### src/rtl/vga_timing_gen.sv
// Parametrised VGA timing generator: region counters, request stage, LEAD-deep
// sync/blank delay line and a registered colour-expanding DAC output stage.
module vga_timing_gen #(
  parameter int H_ACTIVE   = 640,
  parameter int H_FRONT    = 16,
  parameter int H_PULSE    = 96,
  parameter int H_BACK     = 48,
  parameter int V_ACTIVE   = 480,
  parameter int V_FRONT    = 10,
  parameter int V_PULSE    = 2,
  parameter int V_BACK     = 33,
  parameter int H_SYNC_POL = 0,
  parameter int V_SYNC_POL = 0,
  parameter int R_W        = 3,
  parameter int G_W        = 3,
  parameter int B_W        = 2,
  parameter int LEAD       = 1
) (
  input  logic                   clock,
  input  logic                   reset,
  input  logic                   pix_ce,
  input  logic [R_W+G_W+B_W-1:0] color_in,
  output logic [10:0]            req_x,
  output logic [10:0]            req_y,
  output logic                   req_valid,
  output logic                   line_start,
  output logic                   frame_start,
  output logic                   hsync,
  output logic                   vsync,
  output logic [7:0]             red,
  output logic [7:0]             green,
  output logic [7:0]             blue,
  output logic                   blank_n,
  output logic                   sync_n,
  output logic                   vga_clk
);

  localparam int CW      = R_W + G_W + B_W;
  localparam int H_TOTAL = H_ACTIVE + H_FRONT + H_PULSE + H_BACK;
  localparam int V_TOTAL = V_ACTIVE + V_FRONT + V_PULSE + V_BACK;

  // Last count of each region; the region FSMs move on when the counter hits these.
  localparam logic [10:0] H_ACT_LAST   = 11'(H_ACTIVE - 1);
  localparam logic [10:0] H_FRONT_LAST = 11'(H_ACTIVE + H_FRONT - 1);
  localparam logic [10:0] H_PULSE_LAST = 11'(H_ACTIVE + H_FRONT + H_PULSE - 1);
  localparam logic [10:0] H_LAST       = 11'(H_TOTAL - 1);
  localparam logic [10:0] V_ACT_LAST   = 11'(V_ACTIVE - 1);
  localparam logic [10:0] V_FRONT_LAST = 11'(V_ACTIVE + V_FRONT - 1);
  localparam logic [10:0] V_PULSE_LAST = 11'(V_ACTIVE + V_FRONT + V_PULSE - 1);
  localparam logic [10:0] V_LAST       = 11'(V_TOTAL - 1);

  localparam logic H_POL = (H_SYNC_POL != 0);
  localparam logic V_POL = (V_SYNC_POL != 0);

  typedef enum logic [1:0] {
    REG_ACTIVE,
    REG_FRONT,
    REG_PULSE,
    REG_BACK
  } region_t;

  logic [10:0] h_cnt_reg;
  logic [10:0] v_cnt_reg;
  region_t     h_state_reg;
  region_t     v_state_reg;
  logic        h_wrap;
  logic        v_wrap;

  assign h_wrap = (h_cnt_reg == H_LAST);
  assign v_wrap = (v_cnt_reg == V_LAST);

  always_ff @(posedge clock) begin
    if (!reset) begin
      h_cnt_reg   <= '0;
      v_cnt_reg   <= '0;
      h_state_reg <= REG_ACTIVE;
      v_state_reg <= REG_ACTIVE;
    end else if (pix_ce) begin
      h_cnt_reg <= h_wrap ? 11'd0 : h_cnt_reg + 11'd1;
      case (h_state_reg)
        REG_ACTIVE: if (h_cnt_reg == H_ACT_LAST)   h_state_reg <= REG_FRONT;
        REG_FRONT:  if (h_cnt_reg == H_FRONT_LAST) h_state_reg <= REG_PULSE;
        REG_PULSE:  if (h_cnt_reg == H_PULSE_LAST) h_state_reg <= REG_BACK;
        REG_BACK:   if (h_wrap)                    h_state_reg <= REG_ACTIVE;
      endcase
      // The vertical machine only steps on the edge that closes a line.
      if (h_wrap) begin
        v_cnt_reg <= v_wrap ? 11'd0 : v_cnt_reg + 11'd1;
        case (v_state_reg)
          REG_ACTIVE: if (v_cnt_reg == V_ACT_LAST)   v_state_reg <= REG_FRONT;
          REG_FRONT:  if (v_cnt_reg == V_FRONT_LAST) v_state_reg <= REG_PULSE;
          REG_PULSE:  if (v_cnt_reg == V_PULSE_LAST) v_state_reg <= REG_BACK;
          REG_BACK:   if (v_wrap)                    v_state_reg <= REG_ACTIVE;
        endcase
      end
    end
  end

  logic h_vis;
  logic v_vis;

  assign h_vis       = (h_state_reg == REG_ACTIVE);
  assign v_vis       = (v_state_reg == REG_ACTIVE);
  assign req_x       = h_vis ? h_cnt_reg : 11'd0;
  assign req_y       = v_vis ? v_cnt_reg : 11'd0;
  assign req_valid   = h_vis & v_vis;
  assign line_start  = pix_ce & (h_cnt_reg == 11'd0);
  assign frame_start = line_start & (v_cnt_reg == 11'd0);

  // {visible, hpulse, vpulse}; the output register itself is the last of the LEAD stages.
  logic [2:0] req_flags;
  logic [2:0] tap_flags;

  assign req_flags = {req_valid, (h_state_reg == REG_PULSE), (v_state_reg == REG_PULSE)};

  generate
    if (LEAD == 1) begin : g_no_delay
      assign tap_flags = req_flags;
    end else begin : g_delay
      logic [2:0] dly_reg [LEAD-1];

      always_ff @(posedge clock) begin
        if (!reset) begin
          for (int i = 0; i < LEAD - 1; i++) begin
            dly_reg[i] <= 3'b000;
          end
        end else if (pix_ce) begin
          dly_reg[0] <= req_flags;
          for (int i = 1; i < LEAD - 1; i++) begin
            dly_reg[i] <= dly_reg[i-1];
          end
        end
      end

      assign tap_flags = dly_reg[LEAD-2];
    end
  endgenerate

  logic [R_W-1:0] r_field;
  logic [G_W-1:0] g_field;
  logic [B_W-1:0] b_field;
  logic [7:0]     r_exp;
  logic [7:0]     g_exp;
  logic [7:0]     b_exp;

  assign r_field = color_in[CW-1 -: R_W];
  assign g_field = color_in[G_W+B_W-1 -: G_W];
  assign b_field = color_in[B_W-1:0];

  // Each output bit walks the field MSB-first, restarting at the MSB as it runs out.
  generate
    for (genvar gi = 0; gi < 8; gi++) begin : g_expand
      assign r_exp[7-gi] = r_field[R_W-1-(gi % R_W)];
      assign g_exp[7-gi] = g_field[G_W-1-(gi % G_W)];
      assign b_exp[7-gi] = b_field[B_W-1-(gi % B_W)];
    end
  endgenerate

  logic       hsync_reg;
  logic       vsync_reg;
  logic       blank_n_reg;
  logic [7:0] red_reg;
  logic [7:0] green_reg;
  logic [7:0] blue_reg;

  always_ff @(posedge clock) begin
    if (!reset) begin
      hsync_reg   <= ~H_POL;
      vsync_reg   <= ~V_POL;
      blank_n_reg <= 1'b0;
      red_reg     <= 8'h00;
      green_reg   <= 8'h00;
      blue_reg    <= 8'h00;
    end else if (pix_ce) begin
      hsync_reg   <= tap_flags[1] ? H_POL : ~H_POL;
      vsync_reg   <= tap_flags[0] ? V_POL : ~V_POL;
      blank_n_reg <= tap_flags[2];
      red_reg     <= tap_flags[2] ? r_exp : 8'h00;
      green_reg   <= tap_flags[2] ? g_exp : 8'h00;
      blue_reg    <= tap_flags[2] ? b_exp : 8'h00;
    end
  end

  assign hsync   = hsync_reg;
  assign vsync   = vsync_reg;
  assign blank_n = blank_n_reg;
  assign red     = red_reg;
  assign green   = green_reg;
  assign blue    = blue_reg;
  assign sync_n  = 1'b0;
  assign vga_clk = clock;

endmodule
### config.mk
export PLATFORM = sky130hd
export DESIGN_NAME = vga_timing_gen
export DESIGN_NICKNAME = d
export VERILOG_FILES = /design/src/rtl/vga_timing_gen.sv
export SDC_FILE = /design/constraint.sdc
export NUM_CORES = 1
export LEC_CHECK = 0
export BUFFER_PORTS_ARGS = -buffer_cell sky130_fd_sc_hd__buf_2
export CORE_MARGIN = 5
export CORE_UTILIZATION = 52
export DETAILED_ROUTE_END_ITERATION = 10
export PLACE_DENSITY_LB_ADDON = 0.08
export SYNTH_ARGS = -nofsm -noshare
export SYNTH_HDL_FRONTEND = slang
export SYNTH_SLANG_ARGS = --single-unit
export TNS_END_PERCENT = 20
### constraint.sdc
create_clock -name clock -period 3.3 [get_ports clock]
set_input_delay 0.165 -clock clock [delete_from_list [all_inputs] [get_ports clock]]
set_output_delay 0.165 -clock clock [all_outputs]
set_load 0.01 [all_outputs]
==> summary.txt <==
Synth area leaders: dfxtp_1, ha_1, and2_1
Gr usage total: 17.61%
Worst-skew pair later-pin latency: 0.39 ns
Worst reg-to-reg path cell count: 4
Syn Area/Cell: 8.231 µm²
Placed cells: 356
Synth Flop Type: dfxtp_1
# DRC: 0
Antenna Nets Post-Route: 0
First-pass GRT wire length: 7679 µm
Post-DP Area: 2429 µm²
R2R Path End: v_cnt_reg[6]
Least-Margin Pin Slew: 0.7579 ns
Status: finished clean
N_diodes: 0
R2R Path Start: h_cnt_reg[5]
DR WL/cell: 13.39 µm
Routed via count: 1,911
Net Count, Synth: 299
Synth cell count leaders: dfxtp_1, nand2_1, and2_1, nor2_1, buf_4
Clock transition at the registers of the reported paths: 0.08 ns
Crit path max fanout: 10
CTS Hold Bufs: 0
P_leak: 1.155 nW
Pwr/cell area: 429.0 nW/µm²
Post-CTS Resized: 0
Setup violators final: 0
Final instance area: 2604 µm²
Die extent in x: 75.74 µm
Flop and latch count out of synthesis: 37
Synth warnings: 0
Vias/cell: 5.207
RSZ-0062 raised after global routing: no
I/O pin total: 65
RD Place Congestion: 0.8599
Die area: 5736 µm²
Layout cell share with drive strength beyond 1: 25.40%
Required time worst endpoint: 3.55 ns
Pwr Total: 1.117 mW
Fmax: 0.4134 GHz
Routed WL: 4914 µm
Setup TNS: 0 ns
Max Slew Vio Count: 0
FFs w/ async S/R, synth: 0%
Final cell count without fillers: 367
Initial core utilization: 52.70%
First-pass iteration count of the detailed router: 4
Cells after Synth: 273
Hold path depth: 2
IO Port Bufs: 63
Hold EP: vsync
Hold Crit Class: input pin to flop
Layout Nets: 340
Crit path capture type: flop
Syn-to-layout area delta: 15.87%
Critical path class: flop to flop
Worst hold path startpoint: reset
Endpoints failing hold: 0
Antenna violations before repair: 0
Clock skew: 0.007151 ns
Most common cell in the netlist: dfxtp_1
Total gr overflow: 0
Critical path arrival: 2.67 ns
Worst VDD drop: 336.0 µV
FF-to-FF setup slack: 0.88 ns
Critical Path Start Type: flop
Post-DP HPWL: 3526 µm
DIE HEIGHT: 75.74 µm
Yosys top cell area share: 32.96%
Final Cycle Share: 73.31%
Total setup buffers inserted after CTS: 0
Post-synth EDFFs: 0
Core Rows: 24
Final Critical Period: 2.419 ns
Synthesized area: 2247 µm²
Drt initial violations: 82
TritonCTS clock tree: built
Worst hold slack: 0.01283 ns
Core area: 4264 µm²
Vias in the first global route: 1,687
Synth area leader: dfxtp_1
Synth cell types: 38
Max-Cap Viols: 0
Slew headroom: 49.05%
Largest net degree at the start of global routing: 19
Register area share after synthesis: 32.96%
## layout by cell type (no fill, tap or decap), drive strengths merged, types with 2 or more instances in the layout
master and count:
buf 64, dfxtp 37, nand2 25, and2 23
nor2 22, nand3 17, ha 15, a21oi 14
inv 12, xnor2 9, xor2 9, clkbuf 8
nand4 7, nor4 7, o21ai 7, nor3 5
mux2i 4, and3 4, or4 2, and4 2
nor4b 2, nand4b 2, nor4bb 2, or3 2
bufinv 2
## logic make-up (layout without fill, tap and decap cells)
kind of cell,count (synthesis),count (layout),synth area share [%]
AOI/OAI and AO/OA,28,28,8.241
xor gates and xnor gates,18,18,7.016
adders and majority gates,15,15,8.352
buffers and inverters,45,87,11.19
DFF,37,37,32.96
muxes,4,4,1.782
other,1,1,0.1669
and+or+nand+nor,125,125,30.29
## report_power, final
group,switching (mW),internal (mW)
Combinational,0.0445,0.0319
Sequential,0.00762,0.455
Clock,0.192,0.386
## worst max-delay path: stages (launching register included)
cell	delay, ns
dfxtp_1	0.39
or4_4	0.58
or4_4	0.59
o21ai_1	0.61
nor2_1	0.11
## per-layer routing
layer  up-vias  GRT usage (%)  wire length (µm)
li1        994              -                 -
met1       856          22.40              2276
met2        57          28.00              2295
met3         4          5.277               310
met4         0          6.796                31
met5         -              0                 0
## cell type report
class | count | area (µm²)
Fill cell | 408 | 1660
Multi-Input combinational cell | 191 | 1255
Sequential cell | 37 | 740.7
Timing Repair Buffer | 63 | 317.8
Clock buffer | 9 | 115.1
Clock inverter | 3 | 65.06
Tap cell | 52 | 65.06
Inverter | 12 | 45.04
## through the flow
step / utilization [%] / setup slack (ns)
after global routing: 61.06 / 0.7514
after floorplan: - / 0.9266
after global placement: 56.95 / 0.9518
after detailed placement: 56.95 / 0.8882
after CTS: 61.06 / 0.8680
final: 61.06 / 0.8807
## worst max-delay path by stage
stage          slack (ns)  cells after the start    startpoint             end
3_5_place_dp         0.89                      4  h_cnt_reg[5]    v_cnt_reg[3]
5_1_grt              0.75                      4  h_cnt_reg[5]    v_cnt_reg[7]
4_1_cts              0.87                      4  h_cnt_reg[5]    v_cnt_reg[6]
3_3_place_gp         0.95                      4  h_cnt_reg[5]    v_cnt_reg[8]
6_report             0.88                      4  h_cnt_reg[5]    v_cnt_reg[6]
2_1_floorplan        0.93                      7  h_cnt_reg[5]  v_state_reg[0]
Note: power is estimated with default switching activity, not from simulation.
